<file path="config.mk">
export PLATFORM = sky130hd
export DESIGN_NAME = demux1to8_sipo
export DESIGN_NICKNAME = d
export VERILOG_FILES = /design/src/rtl/demux_pkg.sv /design/src/rtl/lane_counter.sv /design/src/rtl/demux1to8_sipo.sv
export SDC_FILE = /design/constraint.sdc
export NUM_CORES = 1
export LEC_CHECK = 0
export BUFFER_PORTS_ARGS = -buffer_cell sky130_fd_sc_hd__buf_2
export CORE_MARGIN = 5
export CORE_UTILIZATION = 52
export CTS_CLUSTER_DIAMETER = 200
export DETAILED_ROUTE_END_ITERATION = 16
export PLACE_DENSITY = 0.78
export SLEW_MARGIN = 20
export SYNTH_ARGS = -nofsm -noshare
export SYNTH_HDL_FRONTEND = slang
export SYNTH_SLANG_ARGS = --single-unit
export TNS_END_PERCENT = 10
</file>
<file path="constraint.sdc">
create_clock -name clk -period 1.9 [get_ports clk]
set_input_delay 0.285 -clock clk [delete_from_list [all_inputs] [get_ports clk]]
set_output_delay 0.285 -clock clk [all_outputs]
set_load 0.01 [all_outputs]
</file>
<file path="src/rtl/demux_pkg.sv">
// -----------------------------------------------------------------------------
// demux_pkg
// Shared definitions for the serial-to-parallel demultiplexer.
//   DEMUX_WIDTH  : default number of lanes (word width)
//   idx_width()  : lane-index width for a given lane count
//   out_state_e  : output holding-register state (EMPTY / FULL)
// -----------------------------------------------------------------------------
package demux_pkg;

  localparam int DEMUX_WIDTH = 8;

  // Width of an index that addresses 'width' lanes; never narrower than 1 bit.
  function automatic int idx_width(input int width);
    return (width <= 2) ? 1 : $clog2(width);
  endfunction

  typedef enum logic {
    EMPTY = 1'b0,
    FULL  = 1'b1
  } out_state_e;

endpackage

</file>
<file path="src/rtl/lane_counter.sv">
// -----------------------------------------------------------------------------
// lane_counter
// Modulo-WIDTH up-counter that selects the lane for the next accepted bit.
// Ports:
//   clk     : rising-edge clock
//   rst     : asynchronous active-high reset (count -> 0)
//   i_clr   : synchronous clear (count -> 0), wins over i_en
//   i_en    : advance the count by one, wrapping WIDTH-1 -> 0
//   o_idx   : current lane index
// -----------------------------------------------------------------------------
module lane_counter
  import demux_pkg::*;
#(
  parameter  int WIDTH = DEMUX_WIDTH,
  localparam int IDX_W = idx_width(WIDTH)
) (
  input  logic             clk,
  input  logic             rst,
  input  logic             i_clr,
  input  logic             i_en,
  output logic [IDX_W-1:0] o_idx
);

  logic [IDX_W-1:0] r_idx;
  logic             w_at_last;

  assign w_at_last = (r_idx == IDX_W'(WIDTH - 1));

  // NOTE: sequential state is always updated with non-blocking assignments so
  // every register samples the pre-edge values of its neighbours.
  always_ff @(posedge clk or posedge rst) begin
    if (rst) begin
      r_idx <= '0;
    end else if (i_clr) begin
      r_idx <= '0;
    end else if (i_en) begin
      r_idx <= w_at_last ? '0 : r_idx + 1'b1;
    end
  end

  assign o_idx = r_idx;

endmodule

</file>
<file path="src/rtl/demux1to8_sipo.sv">
// -----------------------------------------------------------------------------
// demux1to8_sipo
// Receiving end of an 8:1 mux path. Serial bits arrive one per accepted cycle
// in lane order 0..WIDTH-1, are steered into a shadow register, and the full
// word is moved into a holding register offered with a valid/ready handshake.
// Ports:
//   clk        : rising-edge clock
//   rst        : asynchronous active-high reset
//   clr        : synchronous clear of the partial word (idx and shadow)
//   din        : serial data bit
//   din_valid  : din is valid this cycle
//   din_ready  : block can accept din this cycle
//   idx        : lane the next accepted bit is written to
//   dout       : assembled word, dout[i] = i-th accepted bit
//   dout_valid : dout holds an unconsumed word
//   dout_ready : consumer takes dout this cycle
// -----------------------------------------------------------------------------
module demux1to8_sipo
  import demux_pkg::*;
#(
  parameter  int WIDTH = DEMUX_WIDTH,
  localparam int IDX_W = idx_width(WIDTH)
) (
  input  logic             clk,
  input  logic             rst,
  input  logic             clr,
  input  logic             din,
  input  logic             din_valid,
  output logic             din_ready,
  output logic [IDX_W-1:0] idx,
  output logic [WIDTH-1:0] dout,
  output logic             dout_valid,
  input  logic             dout_ready
);

  logic [IDX_W-1:0] w_idx;
  logic             w_last_lane;
  logic             w_acc;
  logic             w_complete;

  logic [WIDTH-1:0] r_shadow;
  logic [WIDTH-1:0] r_dout;
  out_state_e       r_state;
  out_state_e       w_state_nxt;

  lane_counter #(
    .WIDTH (WIDTH)
  ) u_lane_counter (
    .clk   (clk),
    .rst   (rst),
    .i_clr (clr),
    .i_en  (w_acc),
    .o_idx (w_idx)
  );

  assign w_last_lane = (w_idx == IDX_W'(WIDTH - 1));

  // Only the word-completing bit can stall: it needs the holding register to
  // be free or being drained this same cycle.
  assign din_ready  = ~w_last_lane | (r_state == EMPTY) | dout_ready;
  assign w_acc      = din_valid & din_ready & ~clr;
  assign w_complete = w_acc & w_last_lane;

  // Shadow lanes: clr wipes any partial word; otherwise write only the
  // addressed lane. Stale lanes are simply overwritten by the next word.
  always_ff @(posedge clk or posedge rst) begin
    if (rst) begin
      r_shadow <= '0;
    end else if (clr) begin
      r_shadow <= '0;
    end else if (w_acc) begin
      r_shadow[w_idx] <= din;
    end
  end

  // Holding register: the completing bit goes straight into the top lane so
  // the word is visible one cycle after its last bit. Unaffected by clr.
  always_ff @(posedge clk or posedge rst) begin
    if (rst) begin
      r_dout <= '0;
    end else if (w_complete) begin
      r_dout <= {din, r_shadow[WIDTH-2:0]};
    end
  end

  always_ff @(posedge clk or posedge rst) begin
    if (rst) begin
      r_state <= EMPTY;
    end else begin
      r_state <= w_state_nxt;
    end
  end

  // NOTE: the next-state value is defaulted before the case so every path
  // assigns it and no latch is inferred.
  always_comb begin
    w_state_nxt = r_state;
    case (r_state)
      EMPTY: begin
        if (w_complete) w_state_nxt = FULL;
      end
      FULL: begin
        // A completion in the same cycle as a drain keeps the slot full with
        // the new word: no bubble, no loss.
        if (w_complete)      w_state_nxt = FULL;
        else if (dout_ready) w_state_nxt = EMPTY;
      end
      default: w_state_nxt = EMPTY;
    endcase
  end

  assign idx        = w_idx;
  assign dout       = r_dout;
  assign dout_valid = (r_state == FULL);

endmodule

</file>
==> flow_metrics.env, run 1 <==
export IMPL_ys_types=19
export IMPL_die_area_sq_mm=0.00269
export IMPL_syn_inst=75
export IMPL_syn_area_per_cell_sq_um=12.2
export IMPL_ant_nets=0
export IMPL_root_buffer="clkbuf_4"
export IMPL_drv_cap=0
export IMPL_synth_area_sq_um=912
export IMPL_tightest_slew_ns=0.727
export IMPL_io_pin_count=19
export IMPL_start_kind="register"
export IMPL_arrival_ns=1.46
export IMPL_yosysWarnings=0
export IMPL_period_needed_ns=1.75
export IMPL_die_height_um=51.9
export IMPL_min_path_type="primary input to asynchronous set/reset pin"
export IMPL_synthesis_nets=83
export IMPL_worstPathMaxFanout=7
export IMPL_clk_pin_slew_ns=0.11
export IMPL_floorplan_initialDensity=0.540
export IMPL_final_setup_viol_count=0
export IMPL_cts_tree="built"
export IMPL_drt_wl_total_mm=1.64
export IMPL_cts_sinks=19
export IMPL_power_static_leakage_nw=0.581
export IMPL_core_area_sq_mm=0.00169
export IMPL_worstPathRequired_ns=1.62
export IMPL_drive_gt1_frac=0.361
export IMPL_clock_latency_ns=0.29
export IMPL_ys_ff_latch=19
export IMPL_rows=15
export IMPL_htreeDepth=1
export IMPL_finClkSkew_ns=0.00368
export IMPL_hold_viol=0
export IMPL_track_usage=0.143
export IMPL_grt_max_degree=20
export IMPL_cts_buffers=3
export IMPL_post_route_period_util=0.921
export IMPL_status="finished clean"
export IMPL_port_buffers=18
export IMPL_drc=0
export IMPL_drt_iter0_markers=2
export IMPL_die_w_um=51.9
export IMPL_crit_path_end_kind="output pin"
export IMPL_dp_hpwl_mm=1.15
export IMPL_wl_per_cell_um=14.3
export IMPL_clock_path_buffers=2
export IMPL_utilization=0.631
export IMPL_relSlewSlack=0.515
export IMPL_grt_pass1_wl_mm=2.78
export IMPL_vias_per_cell=5.39
export IMPL_rsz0062_at_grt="false"
export IMPL_final_cell_area_sq_mm=0.00107
export IMPL_fin_tns_setup_ns=0
export IMPL_drt_first_pass_iters=4
export IMPL_ys_seq_area_frac=0.521
export IMPL_antenna_found_initial=0
export IMPL_first_global_vias=623
export IMPL_irDropWorstVdd_mv=0.398
export IMPL_nets=106
export IMPL_cts_resized=0
export IMPL_n_antenna_cell=0
export IMPL_place_congestion=0.717
export IMPL_syn2layout_area_growth_pct=16.9
export IMPL_slew_viol_final=0
export IMPL_fmax_mhz=572
export IMPL_cellPowerDensity_mw_per_mm2=639
export IMPL_setup_worst_path_class="register to output pin"
export IMPL_vias=614
export IMPL_grt_overflow=0
export IMPL_placed_area_sq_mm=0.00101
-- cells in the mapped netlist --
library cell	number	area share
and2_1	1	0.0069
buf_2	1	0.0055
buf_6	1	0.012
clkbuf_1	1	0.0041
dfrtp_1	19	0.52
ha_1	2	0.027
inv_1	1	0.0041
mux2_2	8	0.099
mux2i_1	7	0.077
nand2_4	1	0.012
nand2b_1	12	0.082
nand3_1	4	0.022
nand3b_1	1	0.0082
nand4_1	4	0.027
nand4b_1	2	0.019
nor2_1	2	0.0082
nor2b_1	3	0.021
nor3b_4	1	0.021
o21ai_0	4	0.022
-- timing repair --
| action | 4_1_cts | 5_1_grt |
|---|---|---|
| setup endpoints to repair | 1 | 8 |
| buffers inserted | 1 | 1 |
| hold buffers | 0 | 0 |
| pin swaps | 1 | 1 |
-- cells in the final DEF, fill, tap and decap left out, types with 2 or more instances in the layout --
master / instances
buf_2: 18
buf_4: 2
clkbuf_4: 3
dfrtp_1: 19
ha_1: 2
mux2_2: 8
mux2i_1: 7
nand2b_1: 12
nand3_1: 4
nand4_1: 4
nand4b_1: 2
nor2_1: 2
nor2b_1: 3
o21ai_0: 4
-- layout make-up --
class,instances,area [sq um]
Sequential cell,19,475
Fill cell,137,623
Multi-Input combinational cell,52,413
Tap cell,17,21.3
Clock buffer,3,22.5
Inverter,1,3.75
Clock inverter,1,5.00
Timing Repair Buffer,21,125
-- sequential cells by signal, indices dropped and copies added (netlist names) --
signal                flops
r_shadow                  7
dout                      8
dout_valid                1
u_lane_counter.o_idx      3
-- layer usage --
layer | global-route usage | wire length, um
met1 | 0.179 | 757
met2 | 0.222 | 781
met3 | 0.0372 | 83
met4 | 0.0786 | 12
met5 | 0 | 0
-- through the flow --
step                hold slack, ns  std cells  power (W)  setup slack (ns)
global route                 0.141        114   0.000720            0.0514
global placement             0.427        108   0.000484             0.159
floorplan                    0.236         75   0.000465             0.182
detailed placement           0.432        108   0.000486            0.0894
finish                      0.0887        114   0.000682             0.150
CTS                          0.102        113   0.000690            0.0704
-- logic make-up after synthesis --
family                   after synthesis  synth area share
AO/OA/AOI/OAI                          4            0.0219
adder cells (fa/ha/maj)                2            0.0274
buffers and inverters                  4            0.0260
flip-flops                            19             0.521
multiplexers                          15             0.176
AND/OR/NAND/NOR                       31             0.228
-- path summary, 6_finish.rpt --
kind	endpoint	slack, ns	depth (start not counted)	from
worst min-delay path	dout[6]	0.09	2	rst
min in group clk	dout[7]	0.23	2	din
max in group asynchronous	r_shadow[2]	1.35	2	rst
worst min register to register	dout[4]	0.51	1	dout[4]
worst max register to register	dout[3]	0.16	6	u_lane_counter.o_idx[1]
worst max-delay path	din_ready	0.15	4	u_lane_counter.o_idx[1]
-- where the power goes --
part / internal, W / switching, W
clock network: 0.0000783 / 0.000126
logic: 0.0000245 / 0.0000361
registers: 0.000411 / 0.00000555
total: 0.000514 / 0.000168
-- worst max-delay path, cell delays in order (launching register included) --
cell	delay [ns]
dfrtp_1	0.46
ha_1	0.21
ha_1	0.22
nand3b_1	0.13
buf_2	0.15
(Power assumes the default switching activity.)
==> inputs of run 2 (changes only) <==
--- a/config.mk
+++ b/config.mk
@@ -7,10 +7,11 @@
 export LEC_CHECK = 0
 export BUFFER_PORTS_ARGS = -buffer_cell sky130_fd_sc_hd__buf_2
 export CORE_MARGIN = 5
-export CORE_UTILIZATION = 52
+export CORE_UTILIZATION = 40
 export CTS_CLUSTER_DIAMETER = 200
 export DETAILED_ROUTE_END_ITERATION = 16
-export PLACE_DENSITY = 0.78
+export GPL_TIMING_DRIVEN = 0
+export PLACE_DENSITY = 0.63
 export SLEW_MARGIN = 20
 export SYNTH_ARGS = -nofsm -noshare
 export SYNTH_HDL_FRONTEND = slang
==> flow_metrics.env, run 2 (synthesized netlist as in run 1, its figures left out) <==
export IMPL_status="finished clean"
export IMPL_clock_latency_ns=0.29
export IMPL_place_ws_ns=0.0113
export IMPL_die_height_um=57.8
export IMPL_track_usage=0.112
export IMPL_place_congestion=0.729
export IMPL_post_route_period_util=0.974
export IMPL_fin_tns_setup_ns=0
export IMPL_clock_path_buffers=2
export IMPL_n_antenna_cell=0
export IMPL_power_static_leakage_nw=0.588
export IMPL_cts_buffers=3
export IMPL_final_cell_area_sq_mm=0.00110
export IMPL_slew_viol_final=0
export IMPL_first_global_vias=677
export IMPL_wl_met1_um=764
export IMPL_floorplan_initialDensity=0.416
export IMPL_layout_cells_non_filler=128
export IMPL_vias_per_cell=5.02
export IMPL_grt_overflow=0
export IMPL_relSlewSlack=0.528
export IMPL_antenna_found_initial=0
export IMPL_drv_cap=0
export IMPL_core_area_sq_mm=0.00219
export IMPL_ant_nets=0
export IMPL_tightest_slew_ns=0.706
export IMPL_drt_wl_total_mm=1.65
export IMPL_drc=0
export IMPL_setup_worst_path_class="register to output pin"
export IMPL_die_area_sq_mm=0.00334
export IMPL_worstPathRequired_ns=1.62
export IMPL_top_layer="met3"
export IMPL_clk_pin_slew_ns=0.11
export IMPL_cts_tree="built"
export IMPL_fmax_mhz=541
export IMPL_drt_iter0_markers=9
export IMPL_grt_max_degree=20
export IMPL_wl_per_cell_um=12.9
export IMPL_final_setup_worst_slack_ns=0.0502
export IMPL_start_kind="register"
export IMPL_dp_hpwl_mm=1.18
export IMPL_min_path_type="primary input to asynchronous set/reset pin"
export IMPL_place_inst=120
export IMPL_final_setup_viol_count=0
export IMPL_drt_first_pass_iters=4
export IMPL_timing_hold_ws_ns=0.0807
export IMPL_cellPowerDensity_mw_per_mm2=624
export IMPL_met3WireLength_um=85
export IMPL_hold_viol=0
export IMPL_period_needed_ns=1.85
export IMPL_largest_reg_flops=8
export IMPL_root_buffer="clkbuf_4"
export IMPL_htreeDepth=1
export IMPL_rows=17
export IMPL_finClkSkew_ns=0.00228
export IMPL_crit_path_end_kind="output pin"
export IMPL_rr_worst_depth=5
export IMPL_port_buffers=17
export IMPL_placed_area_sq_mm=0.00103
export IMPL_cts_sinks=19
export IMPL_wl_met2_um=796
export IMPL_drive_gt1_frac=0.390
export IMPL_nets=109
export IMPL_vias=643
export IMPL_io_pin_count=19
export IMPL_worstPathMaxFanout=6
export IMPL_grt_pass1_wl_mm=2.97
export IMPL_die_w_um=57.8
export IMPL_syn2layout_area_growth_pct=20.4
export IMPL_rsz0062_at_grt="false"
export IMPL_irDropWorstVdd_mv=0.389
export IMPL_most_common_layout_cells="dfrtp_1 (17), buf_2 (17), nand2b_1 (12)"
export IMPL_arrival_ns=1.56
-- run 2: cell types whose count changed in the layout (fill, tap and decap cells not counted) --
| cell | previous run | this run |
|---|---|---|
| dfrtp_1 | 19 | 17 |
| buf_12 | 1 | 0 |
| buf_6 | 0 | 2 |
| buf_2 | 18 | 17 |
| clkbuf_1 | 0 | 1 |
| dfrtp_2 | 0 | 2 |
| buf_4 | 2 | 4 |
-- run 2: report_power, final --
group | internal [W] | switching [W]
logic | 0.0000282 | 0.0000379
registers | 0.000412 | 0.00000451
clock network | 0.0000783 | 0.000125
-- run 2: area by class of cell --
type	count	area [sq um]
fill	203	1090
sequential	19	478
multi-input combinational	52	413
timing repair buffer	21	115
tap	28	35.0
buffer	3	26.3
clock buffer	3	22.5
clock inverter	1	5.00
inverter	1	3.75
-- run 2: path summary, 6_finish.rpt --
check / from / endpoint / slack [ns]
max: u_lane_counter.o_idx[0] / din_ready / 0.05
min reg2reg: dout[3] / dout[3] / 0.51
max reg2reg: u_lane_counter.o_idx[0] / dout[1] / 0.16
min in group clk: din / dout[7] / 0.24
max in group asynchronous: rst / u_lane_counter.o_idx[0] / 1.33
min: rst / dout[7] / 0.08
-- run 2: per-stage QoR --
stage          utilization  total power, W
5_1_grt              0.501        0.000723
6_report             0.501        0.000686
2_1_floorplan            -        0.000465
3_5_place_dp         0.471        0.000486
3_3_place_gp         0.471        0.000485
4_1_cts              0.495        0.000696
-- run 2: repair_timing --
item                                    4_1_cts  5_1_grt
buffers inserted                              2        2
pin swaps                                     0        1
hold buffers                                  0        0
gates resized for setup                       4        0
endpoints found under the setup margin        1        1
-- run 2: critical path, cell delays in order (launching register included) --
cell	delay (ns)
dfrtp_2	0.43
ha_1	0.20
ha_1	0.22
nand3b_1	0.16
buf_6	0.14
buf_2	0.12
-- run 2: routing by layer --
metal	GRT usage	up-vias
li1	-	314
met1	0.147	314
met2	0.182	15
met3	0.0245	0
met4	0.0397	0
met5	0	-
==> inputs of run 3 (changes only) <==
--- a/config.mk
+++ b/config.mk
@@ -9,6 +9,7 @@
 export CORE_MARGIN = 5
 export CORE_UTILIZATION = 40
 export CTS_CLUSTER_DIAMETER = 200
+export CTS_CLUSTER_SIZE = 16
 export DETAILED_ROUTE_END_ITERATION = 16
 export GPL_TIMING_DRIVEN = 0
 export PLACE_DENSITY = 0.63
==> constraint.sdc (replaced) <==
create_clock -name clk -period 2.06 [get_ports clk]
set_input_delay 0.309 -clock clk [delete_from_list [all_inputs] [get_ports clk]]
set_output_delay 0.309 -clock clk [all_outputs]
set_load 0.01 [all_outputs]
==> flow_metrics.env, run 3 (synthesized netlist as in run 1, its figures left out) <==
export IMPL_antenna_found_initial=0
export IMPL_drt_first_pass_iters=4
export IMPL_core_area_sq_mm=0.00219
export IMPL_dp_hpwl_mm=1.18
export IMPL_placed_area_sq_mm=0.00103
export IMPL_grt_pass1_wl_mm=2.89
export IMPL_utilization=0.493
export IMPL_largest_reg_flops=8
export IMPL_syn2layout_area_growth_pct=18.4
export IMPL_first_global_vias=659
export IMPL_final_setup_worst_slack_ns=0.0495
export IMPL_crit_family="flip-flops"
export IMPL_port_buffers=17
export IMPL_hold_viol=0
export IMPL_period_needed_ns=2.01
export IMPL_clk_pin_slew_ns=0.11
export IMPL_drt_iter0_markers=3
export IMPL_place_inst=120
export IMPL_setup_worst_path_class="register to output pin"
export IMPL_relSlewSlack=0.531
export IMPL_final_setup_viol_count=0
export IMPL_die_height_um=57.8
export IMPL_crit_buf_inv=2
export IMPL_cts_tree="built"
export IMPL_cts_sinks=19
export IMPL_final_cell_area_sq_mm=0.00108
export IMPL_cellPowerDensity_mw_per_mm2=587
export IMPL_arrival_ns=1.70
export IMPL_tightest_slew_ns=0.703
export IMPL_cp_depth=5
export IMPL_ant_nets=0
export IMPL_crit_path_end_kind="output pin"
export IMPL_place_ws_ns=0.171
export IMPL_multi_input_area_sq_um=413
export IMPL_timing_hold_ws_ns=0.100
export IMPL_start_kind="register"
export IMPL_most_common_layout_cells="dfrtp_1 (17), buf_2 (17), nand2b_1 (12)"
export IMPL_path_cells="ha_1 -> ha_1 -> nand3b_1 -> clkbuf_4 -> buf_2"
export IMPL_drv_cap=0
export IMPL_clock_latency_ns=0.30
export IMPL_critPathSlowestCell="dfrtp_2"
export IMPL_grt_overflow=0
export IMPL_root_buffer="clkbuf_4"
export IMPL_cts_buffers=3
export IMPL_drive_gt1_frac=0.378
export IMPL_power_static_leakage_nw=0.578
export IMPL_min_path_type="primary input to asynchronous set/reset pin"
export IMPL_fmax_mhz=497
export IMPL_die_w_um=57.8
export IMPL_vias=641
export IMPL_track_usage=0.110
export IMPL_irDropWorstVdd_mv=0.359
export IMPL_n_antenna_cell=0
export IMPL_die_area_sq_mm=0.00334
export IMPL_fillers=204
export IMPL_worstPathRequired_ns=1.75
export IMPL_post_route_period_util=0.976
export IMPL_critPathMaxStageDelay_ns=0.45
export IMPL_status="finished clean"
export IMPL_grt_max_degree=20
export IMPL_finClkSkew_ns=0.00441
export IMPL_drc=0
export IMPL_htreeDepth=1
export IMPL_register_area_sq_um=478
export IMPL_crit_top_cell="ha_1"
export IMPL_drt_wl_total_mm=1.62
export IMPL_nets=107
export IMPL_floorplan_initialDensity=0.416
export IMPL_io_pin_count=19
export IMPL_wl_per_cell_um=12.8
export IMPL_vias_per_cell=5.09
export IMPL_slew_viol_final=0
export IMPL_worstPathMaxFanout=10
export IMPL_place_congestion=0.729
export IMPL_rr_worst_depth=5
export IMPL_clock_path_buffers=2
export IMPL_rows=17
export IMPL_layout_cells_non_filler=126
-- run 3: changes by cell type in the layout (fill, tap and decap cells not counted), sizes merged --
cell    change
buf         -3
clkbuf      +1
-- run 3: area by class of cell --
class	instances	share of cell area
plain buffers	3	0.0209
well taps	28	0.0324
clock buffers	3	0.0209
flip-flops and latches	19	0.443
repair buffers	19	0.0927
clock inverters	1	0.00463
multi-input cells	52	0.382
inverters	1	0.00348
-- run 3: metal layers --
metal / vias to the layer above / part of all wire / global-route usage
met5: - / 0 / 0
met1: 314 / 0.47 / 0.143
met2: 18 / 0.47 / 0.177
met4: 0 / 0 / 0.0397
met3: 0 / 0.061 / 0.0245
li1: 309 / - / -
-- run 3: metrics by stage --
step                      setup TNS [ns]  total power, W
after floorplan                        0        0.000429
after global placement                 0        0.000447
after detailed placement               0        0.000448
after CTS                              0        0.000637
after global routing            -0.00974        0.000666
final                                  0        0.000634
-- run 3: worst paths after layout --
path,startpoint,endpoint,slack (ns)
max,u_lane_counter.o_idx[0],din_ready,0.05
min,rst,dout[7],0.10
max reg2reg,u_lane_counter.o_idx[0],dout[1],0.28
min reg2reg,dout[3],dout[3],0.51
max in group asynchronous,rst,u_lane_counter.o_idx[0],1.47
min in group clk,din,dout[7],0.26
-- run 3: report_power, final --
| part | internal [W] | switching (W) |
|---|---|---|
| Sequential | 0.000380 | 0.00000596 |
| Clock | 0.0000723 | 0.000117 |
| Combinational | 0.0000258 | 0.0000329 |
-- run 3: repair_timing --
action	4_1_cts	5_1_grt
buffers inserted	0	2
setup endpoints to repair	1	1
resized for setup	1	2
gates cloned	0	0
hold buffers	0	0
